[config.mk]
export PLATFORM = sky130hd
export DESIGN_NAME = freq_meter_flat
export DESIGN_NICKNAME = d
export VERILOG_FILES = /design/src/rtl/freq_meter_pkg.sv /design/src/rtl/freq_meter_if.sv /design/src/rtl/freq_meter_sync_edge_det.sv /design/src/rtl/freq_meter.sv /design/src/flat_wrapper.sv
export SDC_FILE = /design/constraint.sdc
export NUM_CORES = 1
export LEC_CHECK = 0
export ABC_AREA = 1
export BUFFER_PORTS_ARGS = -buffer_cell sky130_fd_sc_hd__clkbuf_2
export CORE_MARGIN = 2
export CORE_UTILIZATION = 25
export CTS_CLUSTER_DIAMETER = 200
export DETAILED_ROUTE_END_ITERATION = 7
export GPL_ROUTABILITY_DRIVEN = 0
export SLEW_MARGIN = 15
export SYNTH_ARGS = -nofsm -noshare
export SYNTH_HDL_FRONTEND = slang
export SYNTH_HIERARCHICAL = 1
export SYNTH_SLANG_ARGS = --single-unit
[constraint.sdc]
create_clock -name i_clk -period 2.4 [get_ports i_clk]
set_input_delay 0.24 -clock i_clk [delete_from_list [all_inputs] [get_ports i_clk]]
set_output_delay 0.24 -clock i_clk [all_outputs]
set_load 0.02 [all_outputs]
[src/rtl/freq_meter_pkg.sv]
// freq_meter_pkg: shared constants and FSM state type for the frequency meter.
// Build option FREQ_METER_SYNC_EN (see sync_edge_det) does not affect this file.
package freq_meter_pkg;

    localparam int CNT_W_DEF       = 40;
    localparam int GATE_W_DEF      = 32;
    localparam int GATE_CYCLES_DEF = 50_000_000;

    // Largest value the default-width edge counter can hold before saturating.
    localparam logic [CNT_W_DEF-1:0] SAT_MAX = {CNT_W_DEF{1'b1}};

    typedef enum logic {
        IDLE = 1'b0,
        RUN  = 1'b1
    } state_t;

endpackage

[src/rtl/freq_meter_if.sv]
// freq_meter_if: result bus between the meter and the SPI slave that shifts it out.
// Handshake: o_valid is a 1-cycle strobe meaning o_freq/o_ovf were reloaded on the
// preceding clock edge; there is no ready. The consumer asserts i_hold to freeze
// o_freq/o_ovf for a whole frame; results finishing meanwhile wait in a single-entry
// pending slot (newest wins, o_drop strobes when an unread result is discarded).
interface freq_meter_if
    import freq_meter_pkg::*;
#(
    parameter int CNT_W = CNT_W_DEF
) ();

    logic             i_hold;
    logic [CNT_W-1:0] o_freq;
    logic             o_valid;
    logic             o_ovf;
    logic             o_drop;

    modport master (
        input  i_hold,
        output o_freq, o_valid, o_ovf, o_drop
    );

    modport slave (
        output i_hold,
        input  o_freq, o_valid, o_ovf, o_drop
    );

endinterface

[src/rtl/freq_meter_sync_edge_det.sv]
// sync_edge_det: brings i_sig into the i_clk domain and flags its rising edges.
// FREQ_METER_SYNC_EN defined: 2-FF synchronizer ahead of the delay FF (3-edge latency).
// Undefined: i_sig is already synchronous, only the delay FF is kept (1-edge latency).
module sync_edge_det (
    input  logic i_clk,
    input  logic i_rst_n,
    input  logic i_sig,
    output logic o_edge
);

    logic sig_s;
    logic dly_q;

`ifdef FREQ_METER_SYNC_EN
    logic [1:0] sync_q;

    // Two-stage synchronizer for the asynchronous input.
    always_ff @(posedge i_clk or negedge i_rst_n) begin
        if (!i_rst_n) sync_q <= 2'b00;
        else          sync_q <= {sync_q[0], i_sig};
    end

    assign sig_s = sync_q[1];
`else
    assign sig_s = i_sig;
`endif

    // One-cycle delayed copy used to spot the 0->1 transition.
    always_ff @(posedge i_clk or negedge i_rst_n) begin
        if (!i_rst_n) dly_q <= 1'b0;
        else          dly_q <= sig_s;
    end

    assign o_edge = sig_s & ~dly_q;

endmodule

[src/rtl/freq_meter.sv]
// freq_meter: counts rising edges of i_sig over a gate of GATE_CYCLES clocks and
// publishes the count on the result bus, with hold/pending handling for the SPI slave.
// Build option: FREQ_METER_SYNC_EN selects the input synchronizer in sync_edge_det.
module freq_meter
    import freq_meter_pkg::*;
#(
    parameter int CNT_W       = CNT_W_DEF,
    parameter int GATE_CYCLES = GATE_CYCLES_DEF,
    parameter int GATE_W      = GATE_W_DEF
) (
    input  logic         i_clk,
    input  logic         i_rst_n,
    input  logic         i_sig,
    input  logic         i_enable,
    freq_meter_if.master bus,
    output state_t       o_dbg_state
);

    localparam logic [CNT_W-1:0]  CNT_MAX   = {CNT_W{1'b1}};
    localparam logic [GATE_W-1:0] GATE_LAST = GATE_W'(GATE_CYCLES - 1);

    logic sig_edge;

    sync_edge_det u_sync_edge_det (
        .i_clk   (i_clk),
        .i_rst_n (i_rst_n),
        .i_sig   (i_sig),
        .o_edge  (sig_edge)
    );

    state_t             state_q, state_d;
    logic [GATE_W-1:0]  gate_q, gate_d;
    logic [CNT_W-1:0]   cnt_q, cnt_d;
    logic               ovf_q, ovf_d;
    logic               gate_end;

    logic [CNT_W-1:0]   pend_val_q, pend_val_d;
    logic               pend_ovf_q, pend_ovf_d;
    logic               pend_q, pend_d;
    logic [CNT_W-1:0]   freq_q, freq_d;
    logic               fovf_q, fovf_d;
    logic               valid_q, valid_d;
    logic               drop_q, drop_d;

    // Running count including this cycle's edge; also the capture value at gate end.
    logic               cap_sat;
    logic [CNT_W-1:0]   cap_cnt;
    logic               cap_ovf;

    assign cap_sat = sig_edge && (cnt_q == CNT_MAX);
    assign cap_cnt = cap_sat ? cnt_q : cnt_q + CNT_W'(sig_edge);
    assign cap_ovf = ovf_q | cap_sat;

    // Gate FSM: next state and gate/edge counters; an early enable drop discards the gate.
    always_comb begin
        state_d  = state_q;
        gate_d   = gate_q;
        cnt_d    = cnt_q;
        ovf_d    = ovf_q;
        gate_end = 1'b0;
        case (state_q)
            IDLE: begin
                gate_d = '0;
                cnt_d  = '0;
                ovf_d  = 1'b0;
                if (i_enable) state_d = RUN;
            end
            RUN: begin
                if (!i_enable) begin
                    state_d = IDLE;
                    gate_d  = '0;
                    cnt_d   = '0;
                    ovf_d   = 1'b0;
                end else if (gate_q == GATE_LAST) begin
                    // Back-to-back gates: the next one starts on the following cycle.
                    gate_end = 1'b1;
                    gate_d   = '0;
                    cnt_d    = '0;
                    ovf_d    = 1'b0;
                end else begin
                    gate_d = gate_q + GATE_W'(1);
                    cnt_d  = cap_cnt;
                    ovf_d  = cap_ovf;
                end
            end
            default: state_d = IDLE;
        endcase
    end

    // Gate FSM state and counters.
    always_ff @(posedge i_clk or negedge i_rst_n) begin
        if (!i_rst_n) begin
            state_q <= IDLE;
            gate_q  <= '0;
            cnt_q   <= '0;
            ovf_q   <= 1'b0;
        end else begin
            state_q <= state_d;
            gate_q  <= gate_d;
            cnt_q   <= cnt_d;
            ovf_q   <= ovf_d;
        end
    end

    // Publish/pending decision: a fresh capture always beats an older pending value.
    always_comb begin
        freq_d     = freq_q;
        fovf_d     = fovf_q;
        pend_d     = pend_q;
        pend_val_d = pend_val_q;
        pend_ovf_d = pend_ovf_q;
        valid_d    = 1'b0;
        drop_d     = 1'b0;
        if (gate_end) begin
            drop_d = pend_q;
            if (bus.i_hold) begin
                pend_d     = 1'b1;
                pend_val_d = cap_cnt;
                pend_ovf_d = cap_ovf;
            end else begin
                pend_d  = 1'b0;
                freq_d  = cap_cnt;
                fovf_d  = cap_ovf;
                valid_d = 1'b1;
            end
        end else if (pend_q && !bus.i_hold) begin
            pend_d  = 1'b0;
            freq_d  = pend_val_q;
            fovf_d  = pend_ovf_q;
            valid_d = 1'b1;
        end
    end

    // Published result, pending slot and strobes.
    always_ff @(posedge i_clk or negedge i_rst_n) begin
        if (!i_rst_n) begin
            freq_q     <= '0;
            fovf_q     <= 1'b0;
            pend_q     <= 1'b0;
            pend_val_q <= '0;
            pend_ovf_q <= 1'b0;
            valid_q    <= 1'b0;
            drop_q     <= 1'b0;
        end else begin
            freq_q     <= freq_d;
            fovf_q     <= fovf_d;
            pend_q     <= pend_d;
            pend_val_q <= pend_val_d;
            pend_ovf_q <= pend_ovf_d;
            valid_q    <= valid_d;
            drop_q     <= drop_d;
        end
    end

    assign bus.o_freq   = freq_q;
    assign bus.o_ovf    = fovf_q;
    assign bus.o_valid  = valid_q;
    assign bus.o_drop   = drop_q;
    assign o_dbg_state  = state_q;

endmodule

[src/flat_wrapper.sv]
// flat-port wrapper written by rule: the top's interface ports become plain ports
module freq_meter_flat import freq_meter_pkg::*;
#(
    parameter int CNT_W       = CNT_W_DEF,
    parameter int GATE_CYCLES = GATE_CYCLES_DEF,
    parameter int GATE_W      = GATE_W_DEF
)
  (i_clk, i_rst_n, i_sig, i_enable, o_dbg_state, bus_i_hold, bus_o_freq, bus_o_valid, bus_o_ovf, bus_o_drop);
  freq_meter_if #(.CNT_W(CNT_W)) bus_i ();
  input  logic i_clk;
  input  logic i_rst_n;
  input  logic i_sig;
  input  logic i_enable;
  output state_t o_dbg_state;
  input wire logic [$bits(bus_i.i_hold)-1:0] bus_i_hold;
  output wire logic [$bits(bus_i.o_freq)-1:0] bus_o_freq;
  output wire logic [$bits(bus_i.o_valid)-1:0] bus_o_valid;
  output wire logic [$bits(bus_i.o_ovf)-1:0] bus_o_ovf;
  output wire logic [$bits(bus_i.o_drop)-1:0] bus_o_drop;
  assign bus_i.i_hold = bus_i_hold;
  assign bus_o_freq = bus_i.o_freq;
  assign bus_o_valid = bus_i.o_valid;
  assign bus_o_ovf = bus_i.o_ovf;
  assign bus_o_drop = bus_i.o_drop;
  freq_meter #(.CNT_W(CNT_W), .GATE_CYCLES(GATE_CYCLES), .GATE_W(GATE_W)) u_core (.i_clk(i_clk), .i_rst_n(i_rst_n), .i_sig(i_sig), .i_enable(i_enable), .bus(bus_i), .o_dbg_state(o_dbg_state));
endmodule
==> results.cfg <==
[critical_path]
reg2reg_slack_ps = 170
crit_top_cell = nand2_1
reg2reg_to = u_core/bus.o_freq[31]$_DFFE_PN0P_
path_class = flop to flop
cp_slowest_stage_delay_ps = 370
r2r_cells = 13
required_ps = 2730
endpoint_kind = flop
start_kind = flop
r2r_start = u_core/u_sync_edge_det/dly_q$_DFF_PN0_
crit_chain = nor2_2, ha_4, nand3_1, inv_2, nand2_1, nor2_2, nand3_1, nand2_1, nand2_1, nor2_1, nand2_1, nand2_1, nand2_1
crit_arrival_ps = 2560
crit_path_max_fanout = 6
crit_slowest_cell = dfrtp_1

[clocking]
cts.sinks = 160
insertion_delay_ps = 440
cts_setup_buffers = 0
clk_pin_slew_ps = 70
clockRootBuffer = clkbuf_16
cts_tree = built
cts_buffer_depth = 2
cts_buffers = 17
htree_levels = 4

[finish]
drive_above_1_share_pct = 10.2
postLayoutCellArea_um2 = 10100
fillers = 3698
n_antenna_cell = 0
nets = 1265
syn_to_final_growth_pct = 17.9

[logic_synthesis]
syn_nets = 1207
synth.distinct_cells = 31
synth.top_cell.area_share_pct = 46.5
syn_inst = 1199
synth_seq_cells = 160
synth_area_leaders = dfrtp_1 (47%), nand2_1 (17%), nor2_1 (7.5%)
synth_common_cells = nand2_1 (384), nor2_1 (171), dfrtp_1 (160), inv_1 (143), nand3_1 (81)
yosysWarnings = 6
synth_edf_count = 0
synth_largest_area_cell = dfrtp_1
async_flop_share_pct = 100
ys_seq_area_share_pct = 46.5
synth.most_common_cell = nand2_1
synthFlopType = dfrtp_1
synth_area_per_cell_um2 = 7.18
syn_area_um2 = 8600

[sta]
tightestPinTransition_ps = 456
finalClockSkew_ps = 9.71
setup_slack_ps = 172
min_period_ps = 2230
finalHoldViolCount = 0
post-route-period-util_pct = 92.8
slew_headroom_pct = 69.6
max_freq_mhz = 449
rsz0062_at_grt = no
setup_tns_ps = 0
holdWs_ps = 32.4
setup_violations = 0
finalMaxSlewViolations = 0

[floorplan]
die_x_um = 190
pin_count = 49
rows = 67
core_area_um2 = 33700
die_area_um2 = 35900
fp.dieH_um = 190
initial_core_util_pct = 25.5

[grt]
grt_overflow = 0
grt_use_total_pct = 13.4
grt_first_pass_wirelength_um = 38700
grt_max_degree = 65
antenna_found_initial = 0
grt_pass1_vias = 7594

[placed_design]
io_buffers = 48
dp_slack_ps = -13.1
dpl.hpwl_um = 16800
dpl_cell_area_um2 = 9500

[hold_path]
hold_start = i_enable
hold_depth = 1
hold_class = primary input to flop
min_to = u_core/o_dbg_state$_DFF_PN0_

[flow_run]
maxCapViolations = 0

[routing]
firstDrtPassIters = 6
wl_um = 23100
viasPerCell = 4.47
drt-initial-drc-count = 633
detail_route.wl_per_cell_um = 13.4
drc = 0
antenna_left = 0
vias = 7681

[power_and_ir_drop]
power_mw = 5.97
power_density_nw_per_um2 = 588
leakage_nw = 4.45
ir_worst_vdd_mv = 0.360

[outcome]
status = finished, final reports clean
==> cells in the final DEF, fill, tap and decap left out, drive strengths merged <==
cell type and count:
nand2 386, nor2 178, dfrtp 160, inv 150, nand3 83, clkbuf 65
o21ai 60, a21oi 31, nor3 29, buf 28, nand4 22, nand3b 20
xor2 19, xnor2 7, nor3b 6, a31oi 5, clkinvlp 4, clkinv 4
o21a 3, ha 3, bufinv 2, dlygate4sd3 2, o21bai 1, a211oi 1
a21o 1
==> report_power, final <==
| group | leakage (nW) | internal, mW | switching (mW) |
|---|---|---|---|
| clock network | 0.282 | 1.58 | 1.21 |
| logic | 2.16 | 0.105 | 0.260 |
| registers | 2.01 | 2.78 | 0.0449 |
| total | 4.45 | 4.46 | 1.51 |
==> critical path, delay by kind of cell (launching register included) <==
| kind | cells | cell delay (ps) |
|---|---|---|
| simple gates | 11 | 1400 |
| flops | 1 | 370 |
| fa+ha+maj | 1 | 200 |
| buf+inv | 1 | 160 |
==> how the worst max path moves through the flow <==
| stage | startpoint | to | depth (start not counted) |
|---|---|---|---|
| final | u_core/u_sync_edge_det/dly_q$_DFF_PN0_ | u_core/bus.o_freq[31]$_DFFE_PN0P_ | 13 |
| after global placement | u_core/u_sync_edge_det/dly_q$_DFF_PN0_ | u_core/bus.o_freq[31]$_DFFE_PN0P_ | 13 |
| after detailed placement | i_sig | u_core/bus.o_freq[31]$_DFFE_PN0P_ | 15 |
| after global routing | u_core/u_sync_edge_det/dly_q$_DFF_PN0_ | u_core/bus.o_freq[32]$_DFFE_PN0P_ | 14 |
| after floorplan | u_core/u_sync_edge_det/dly_q$_DFF_PN0_ | u_core/bus.o_freq[32]$_DFFE_PN0P_ | 14 |
| after CTS | u_core/u_sync_edge_det/dly_q$_DFF_PN0_ | u_core/bus.o_freq[33]$_DFFE_PN0P_ | 13 |
==> state kept, by name, indices dropped and copies added (netlist names) <==
register	cells
u_core/bus.o_ovf	1
u_core/o_dbg_state	1
u_core/gate_q	32
u_core/pend_val_q	40
u_core/bus.o_freq	40
u_core/bus.o_drop	1
u_core/ovf_q	1
u_core/pend_ovf_q	1
u_core/cnt_q	40
u_core/pend_q	1
u_core/u_sync_edge_det/dly_q	1
u_core/bus.o_valid	1
==> cell type report <==
class / instances / area (µm²) / area share (%)
flip-flops and latches: 160 / 4000 / 39.5
multi-input cells: 855 / 3910 / 38.5
well taps: 448 / 561 / 5.53
inverters: 146 / 548 / 5.40
repair buffers: 77 / 532 / 5.24
clock buffers: 18 / 439 / 4.33
clock inverters: 14 / 155 / 1.53
==> through the flow <==
stage | std cells | utilization, %
after global routing | 1718 | 30.1
after global placement | 1684 | 28.2
after detailed placement | 1684 | 28.2
final | 1718 | 30.1
after floorplan | 1199 | -
after CTS | 1718 | 30.0
==> layer usage <==
metal  GRT usage (%)  routed length (µm)
met5               0                   0
met4            5.49                 564
met3            2.80                1100
met2            21.1               10500
met1            18.0               10900
==> timing repair <==
| action | 4_1_cts | 5_1_grt |
|---|---|---|
| hold buffers | 2 | 0 |
| endpoints found under the hold margin | 41 | 0 |
| gates resized for setup | 1 | 7 |
| endpoints found under the setup margin | 1 | 22 |
==> kinds of logic (layout without fill, tap and decap cells) <==
group,after synthesis,after routing,share of synthesized area (%)
AND/OR/NAND/NOR,724,724,35.7
XOR/XNOR,26,26,2.65
flip-flops,160,160,46.5
AO/OA/AOI/OAI,102,102,6.31
adder cells (fa/ha/maj),3,3,0.436
buffers and inverters,184,255,8.42
Power figures use the tool's default switching activity.
